[config.mk]
export PLATFORM = sky130hd
export DESIGN_NAME = pio_input_conditioner
export DESIGN_NICKNAME = d
export VERILOG_FILES = /design/src/rtl/pio_input_pkg.sv /design/src/rtl/debounce_channel.sv /design/src/rtl/pio_input_conditioner.sv
export SDC_FILE = /design/constraint.sdc
export NUM_CORES = 2
export LEC_CHECK = 0
export ABC_AREA = 1
export CORE_MARGIN = 3
export CORE_UTILIZATION = 41
export DETAILED_ROUTE_END_ITERATION = 10
export SETUP_SLACK_MARGIN = 0.3
export SYNTH_ARGS = -nofsm -noshare
export SYNTH_HDL_FRONTEND = slang
export SYNTH_SLANG_ARGS = --single-unit
[constraint.sdc]
create_clock -name clk -period 25.3 [get_ports clk]
set_input_delay 5.06 -clock clk [delete_from_list [all_inputs] [get_ports clk]]
set_output_delay 5.06 -clock clk [all_outputs]
set_load 0.005 [all_outputs]
[src/rtl/pio_input_pkg.sv]
// Shared field offsets and debounce state encoding for the PIO input conditioner.
package pio_input_pkg;

  localparam int unsigned BTN_LEVEL_LSB  = 0;
  localparam int unsigned BTN_STICKY_LSB = 8;
  localparam int unsigned BTN_COUNT_LSB  = 16;
  localparam int unsigned BTN_COUNT_W    = 8;

  typedef enum logic {
    STABLE   = 1'b0,
    COUNTING = 1'b1
  } deb_state_e;

endpackage

[src/rtl/debounce_channel.sv]
// One input bit: 2-flop synchronizer, polarity normalization and debounce FSM.
// RESET_VAL is the raw released level; XOR with it makes "active" read as 1.
module debounce_channel
  import pio_input_pkg::*;
#(
  parameter int unsigned DEBOUNCE_CYCLES = 500000,
  parameter bit          RESET_VAL       = 1'b0
) (
  input  logic clk,
  input  logic rst,
  input  logic raw,
  output logic deb,
  output logic rise_c
);

  localparam int unsigned CNT_W = $clog2(DEBOUNCE_CYCLES);
  localparam logic [CNT_W-1:0] CNT_LAST = CNT_W'(DEBOUNCE_CYCLES - 1);

  logic [1:0]       sync_q;
  logic             level;
  deb_state_e       state_q, state_d;
  logic [CNT_W-1:0] cnt_q, cnt_d;
  logic             deb_q, deb_d;

  assign level = sync_q[1] ^ RESET_VAL;

  // State register, synchronizer and counter
  always_ff @(posedge clk or posedge rst) begin
    if (rst) begin
      sync_q  <= {2{RESET_VAL}};
      state_q <= STABLE;
      cnt_q   <= '0;
      deb_q   <= 1'b0;
    end else begin
      sync_q  <= {sync_q[0], raw};
      state_q <= state_d;
      cnt_q   <= cnt_d;
      deb_q   <= deb_d;
    end
  end

  // Next state: any sample matching deb during COUNTING restarts the wait
  always_comb begin
    state_d = state_q;
    cnt_d   = cnt_q;
    deb_d   = deb_q;
    unique case (state_q)
      STABLE: begin
        if (level != deb_q) begin
          state_d = COUNTING;
          cnt_d   = CNT_W'(1);
        end
      end
      COUNTING: begin
        if (level == deb_q) begin
          state_d = STABLE;
          cnt_d   = '0;
        end else if (cnt_q == CNT_LAST) begin
          deb_d   = level;
          state_d = STABLE;
          cnt_d   = '0;
        end else begin
          cnt_d = cnt_q + CNT_W'(1);
        end
      end
      default: begin
        state_d = STABLE;
        cnt_d   = '0;
      end
    endcase
  end

  // Rise pulse is asserted in the cycle before deb goes high, so consumers
  // registering it update on the same edge as deb.
  always_comb begin
    rise_c = (state_q == COUNTING) && (cnt_q == CNT_LAST) && level && !deb_q;
  end

  assign deb = deb_q;

endmodule

[src/rtl/pio_input_conditioner.sv]
// Debounces board buttons/switches and packs them into the two host input PIO words.
module pio_input_conditioner
  import pio_input_pkg::*;
#(
  parameter int unsigned N_BTN           = 4,
  parameter int unsigned N_SW            = 18,
  parameter int unsigned DEBOUNCE_CYCLES = 500000,
  parameter bit          BTN_ACTIVE_LOW  = 1'b1
) (
  input  logic             clk,
  input  logic             reset,
  input  logic [N_BTN-1:0] btn_raw,
  input  logic [N_SW-1:0]  sw_raw,
  input  logic             ack,
  output logic [31:0]      buttons_word,
  output logic [31:0]      switches_word
);

  if (N_BTN < 1 || N_BTN > 8) begin : g_bad_n_btn
    $error("pio_input_conditioner: N_BTN must be 1..8");
  end
  if (N_SW < 1 || N_SW > 32) begin : g_bad_n_sw
    $error("pio_input_conditioner: N_SW must be 1..32");
  end
  if (DEBOUNCE_CYCLES < 2) begin : g_bad_debounce
    $error("pio_input_conditioner: DEBOUNCE_CYCLES must be >= 2");
  end

  logic [N_BTN-1:0]       btn_deb;
  logic [N_BTN-1:0]       press_c;
  logic [N_SW-1:0]        sw_deb;
  logic [N_SW-1:0]        sw_rise_unused;
  logic [1:0]             ack_sync_q;
  logic                   ack_q;
  logic                   ack_rise_q;
  logic [N_BTN-1:0]       sticky_q;
  logic [BTN_COUNT_W-1:0] count_q;

  for (genvar i = 0; i < N_BTN; i++) begin : g_btn
    debounce_channel #(
      .DEBOUNCE_CYCLES(DEBOUNCE_CYCLES),
      .RESET_VAL      (BTN_ACTIVE_LOW)
    ) u_deb (
      .clk   (clk),
      .rst   (reset),
      .raw   (btn_raw[i]),
      .deb   (btn_deb[i]),
      .rise_c(press_c[i])
    );
  end

  for (genvar i = 0; i < N_SW; i++) begin : g_sw
    debounce_channel #(
      .DEBOUNCE_CYCLES(DEBOUNCE_CYCLES),
      .RESET_VAL      (1'b0)
    ) u_deb (
      .clk   (clk),
      .rst   (reset),
      .raw   (sw_raw[i]),
      .deb   (sw_deb[i]),
      .rise_c(sw_rise_unused[i])
    );
  end

  // Ack edge detect, sticky flags (set beats clear) and press counter
  always_ff @(posedge clk or posedge reset) begin
    if (reset) begin
      ack_sync_q <= '0;
      ack_q      <= 1'b0;
      ack_rise_q <= 1'b0;
      sticky_q   <= '0;
      count_q    <= '0;
    end else begin
      ack_sync_q <= {ack_sync_q[0], ack};
      ack_q      <= ack_sync_q[1];
      ack_rise_q <= ack_sync_q[1] & ~ack_q;
      sticky_q   <= (ack_rise_q ? '0 : sticky_q) | press_c;
      if (|press_c) begin
        count_q <= count_q + BTN_COUNT_W'(1);
      end
    end
  end

  // Word fields are flop outputs wired straight onto the ports
  always_comb begin
    buttons_word                                  = '0;
    buttons_word[BTN_LEVEL_LSB +: N_BTN]          = btn_deb;
    buttons_word[BTN_STICKY_LSB +: N_BTN]         = sticky_q;
    buttons_word[BTN_COUNT_LSB +: BTN_COUNT_W]    = count_q;
    switches_word                                 = '0;
    switches_word[N_SW-1:0]                       = sw_deb;
  end

endmodule

==> results.py <==
metrics = {
    "finish": {
        "drive_gt1_share_pct": 10.5,
        "nFillCells": 6689,
        "final_util_pct": 47.0,
        "antenna_cells": 0,
        "area_growth_pct": 12.5,
        "final_area_um2": 32600,
        "multi_input_area_um2": 13400,
        "seq_area_um2": 13100,
        "nets": 3754,
    },
    "die": {
        "die_area_um2": 73900,
        "rows": 96,
        "coreArea_um2": 69300,
        "ios": 89,
        "start_util_pct": 41.8,
        "fp.dieW_um": 272,
        "die_y_um": 272,
    },
    "cts": {
        "clock_path_buffers": 3,
        "cts_tree": "done",
        "holdBufCountCts": 0,
        "cts_resized": 0,
        "clk_latency_ns": 0.62,
        "root_buffer": "clkbuf_16",
        "cts_sinks": 522,
        "cts.clk_slew.worst_paths_ns": 0.05,
        "post_cts_buffers": 0,
        "htreeDepth": 2,
        "cts_made_buffers": 61,
    },
    "logic_synthesis": {
        "synth_top_cell_by_area": "dfrtp_1",
        "synth_cells": 3637,
        "yosys-top-cells-count": "803 x nand2_1, 514 x dfrtp_1, 494 x inv_1, 286 x nor2_1, 235 x o21ai_0",
        "yosysWarnings": 0,
        "async_reset_ff_share_pct": 100,
        "ys_ff_latch": 522,
        "synth_edf_count": 0,
        "synth.top_cell.area_share_pct": 44.4,
        "seq_area_frac_synth_pct": 45.1,
        "syn_avg_cell_area_um2": 7.96,
        "synth_most_common_cell": "nand2_1",
        "synth.area.top_cells": "dfrtp_1 44%, nand2_1 10%, inv_1 6.4%",
        "synthesis.area_um2": 29000,
        "synthDistinctLibCells": 58,
        "ys.flop_type": "dfrtp_1",
    },
    "timing": {
        "period_share_pct": 28.2,
        "finalSetupViolCount": 0,
        "layout_setup_ws_ns": 18.15,
        "worst_pin_slew_ns": 0.940,
        "rsz0062_at_grt": "false",
        "skew_ns": 0.0192,
        "period_needed_ns": 7.15,
        "report.final.hold_viol_count": 0,
        "whs_ns": 0.346,
        "max_slew_margin_pct": 37.3,
        "fmax_mhz": 140,
        "fin_setup_tns_ns": 0,
        "slew_viol_final": 0,
    },
    "place": {
        "preCtsSetupSlack_ns": 17.28,
        "gp_congestion": 0.819,
        "placed_area_um2": 30300,
        "numPortBuffers": 58,
        "hpwl_um": 39300,
    },
    "min_path": {
        "hold_class": "flop to flop",
    },
    "routing": {
        "drtIter0Drc": 1228,
        "vias_per_cell": 4.90,
        "drt_drc_violations_left": 0,
        "drtPass1Iterations": 7,
        "avgRoutedWirePerCell_um": 12.3,
        "wl_um": 57600,
        "num_vias": 23000,
        "ant_nets": 0,
    },
    "run": {
        "maxCapViolations": 0,
    },
    "global_routing": {
        "grt_use_total_pct": 15.7,
        "grt_pass1_wl_um": 102000,
        "grt_overflow_total": 0,
        "grt_pass1_vias": 21700,
        "antenna_found_initial": 0,
        "grt_max_degree": 172,
    },
    "pwr": {
        "power_leakage_nw": 13.9,
        "ir_worst_vdd_v": 0.0000506,
        "p_per_area_nw_per_um2": 59.8,
    },
    "critical_path": {
        "start_kind": "input pin",
        "critPathKind": "input pin to async pin",
        "required_ns": 25.93,
        "crit_path_end_kind": "async pin",
        "arrival_ns": 7.77,
        "cp_max_fo": 97,
    },
    "run_status": {
        "status": "complete, no violations",
    },
}
## kinds of logic (layout without fill, tap and decap cells)
logic type                 after synthesis  count (layout)  synth area share (%)
DFF                                    522             522                  45.1
xor gates and xnor gates               154             154                  4.66
buffers and inverters                  617             710                  8.84
AOI/OAI and AO/OA                      564             564                  10.9
and+or+nand+nor                       1751            1751                  29.3
other                                    1              30                0.0129
muxes                                    5               5                 0.194
adders and majority gates               23              23                 0.993
## sequential cells by signal, summed over array words and instances (netlist names)
register	count
ack_sync_q	2
g_sw.u_deb.deb	18
sticky_q	4
g_sw.u_deb.state_q	18
count_q	8
ack_rise_q	1
g_btn.u_deb.deb	4
g_btn.u_deb.state_q	4
g_btn.u_deb.cnt_q	76
ack_q	1
g_sw.u_deb.cnt_q	342
g_btn.u_deb.sync_q	8
g_sw.u_deb.sync_q	36
## final cells by class
type | instances | area share (%)
inverters | 531 | 6.14
flip-flops and latches | 522 | 40.1
clock buffers | 81 | 5.38
clock inverters | 35 | 1.60
well taps | 931 | 3.57
multi-input cells | 2527 | 41.3
repair buffers | 63 | 1.93
## report_power, final
part / total (mW) / switching, mW / internal [mW] / leakage [nW]
clock: 0.979 / 0.369 / 0.610 / 1.09
combinational: 0.0939 / 0.0651 / 0.0288 / 5.79
sequential: 0.876 / 0.0201 / 0.856 / 7.05
## per-stage QoR
stage / power [mW] / instances
2_1_floorplan: 0.962 / 3666
4_1_cts: 1.99 / 4690
6_report: 1.95 / 4690
5_1_grt: 2.04 / 4690
3_5_place_dp: 0.988 / 4574
3_3_place_gp: 0.986 / 4574
## cells in the final DEF, fill, tap and decap left out, drive strengths merged, types with 2 or more instances in the layout
master         count
nand2            849
inv              531
dfrtp            514
nor2             383
o21ai            313
nand3            279
xor2             124
nand4            112
o22ai            111
clkbuf            81
a21oi             77
nor3              77
clkdlybuf4s50     58
xnor2             30
conb              30
ha                23
nor4              19
or2               17
a31oi             15
nand3b            14
clkinv            13
bufinv            12
o21a              10
clkinvlp          10
dfstp              8
o211ai             8
o21bai             7
o31ai              5
mux2               5
a32o               5
buf                5
a22oi              4
a31o               2
a22o               2
o41ai              2
## per-layer routing
layer  vias to the layer above  global-route usage, %  wire (µm)
met5                         -                      0          0
met4                         0                   3.98       1120
met3                        86                   2.46       1950
met2                       247                   25.5      25800
met1                     10700                   22.1      28700
li1                      12000                      -          -
## worst paths after layout
| check | cells after the start | endpoint | slack, ns | from |
|---|---|---|---|---|
| hold / removal | 0 | g_sw[9].u_deb.sync_q[1] | 0.35 | g_sw[9].u_deb.sync_q[0] |
| hold reg to reg | 0 | g_sw[9].u_deb.sync_q[1] | 0.35 | g_sw[9].u_deb.sync_q[0] |
| setup / recovery | 4 | g_sw[6].u_deb.cnt_q[0] | 18.15 | reset |
| setup reg to reg | 6 | g_sw[3].u_deb.cnt_q[4] | 23.06 | g_sw[3].u_deb.deb |
| max in group clk | 1 | buttons_word[3] | 18.66 | g_btn[3].u_deb.deb |
| min in group asynchronous | 2 | g_sw[10].u_deb.sync_q[1] | 4.93 | reset |
## critical path: stages
cell             delay, ns
clkdlybuf4s50_1       0.49
inv_8                 0.46
buf_4                 0.82
buf_4                 0.79
(Power assumes the default switching activity.)
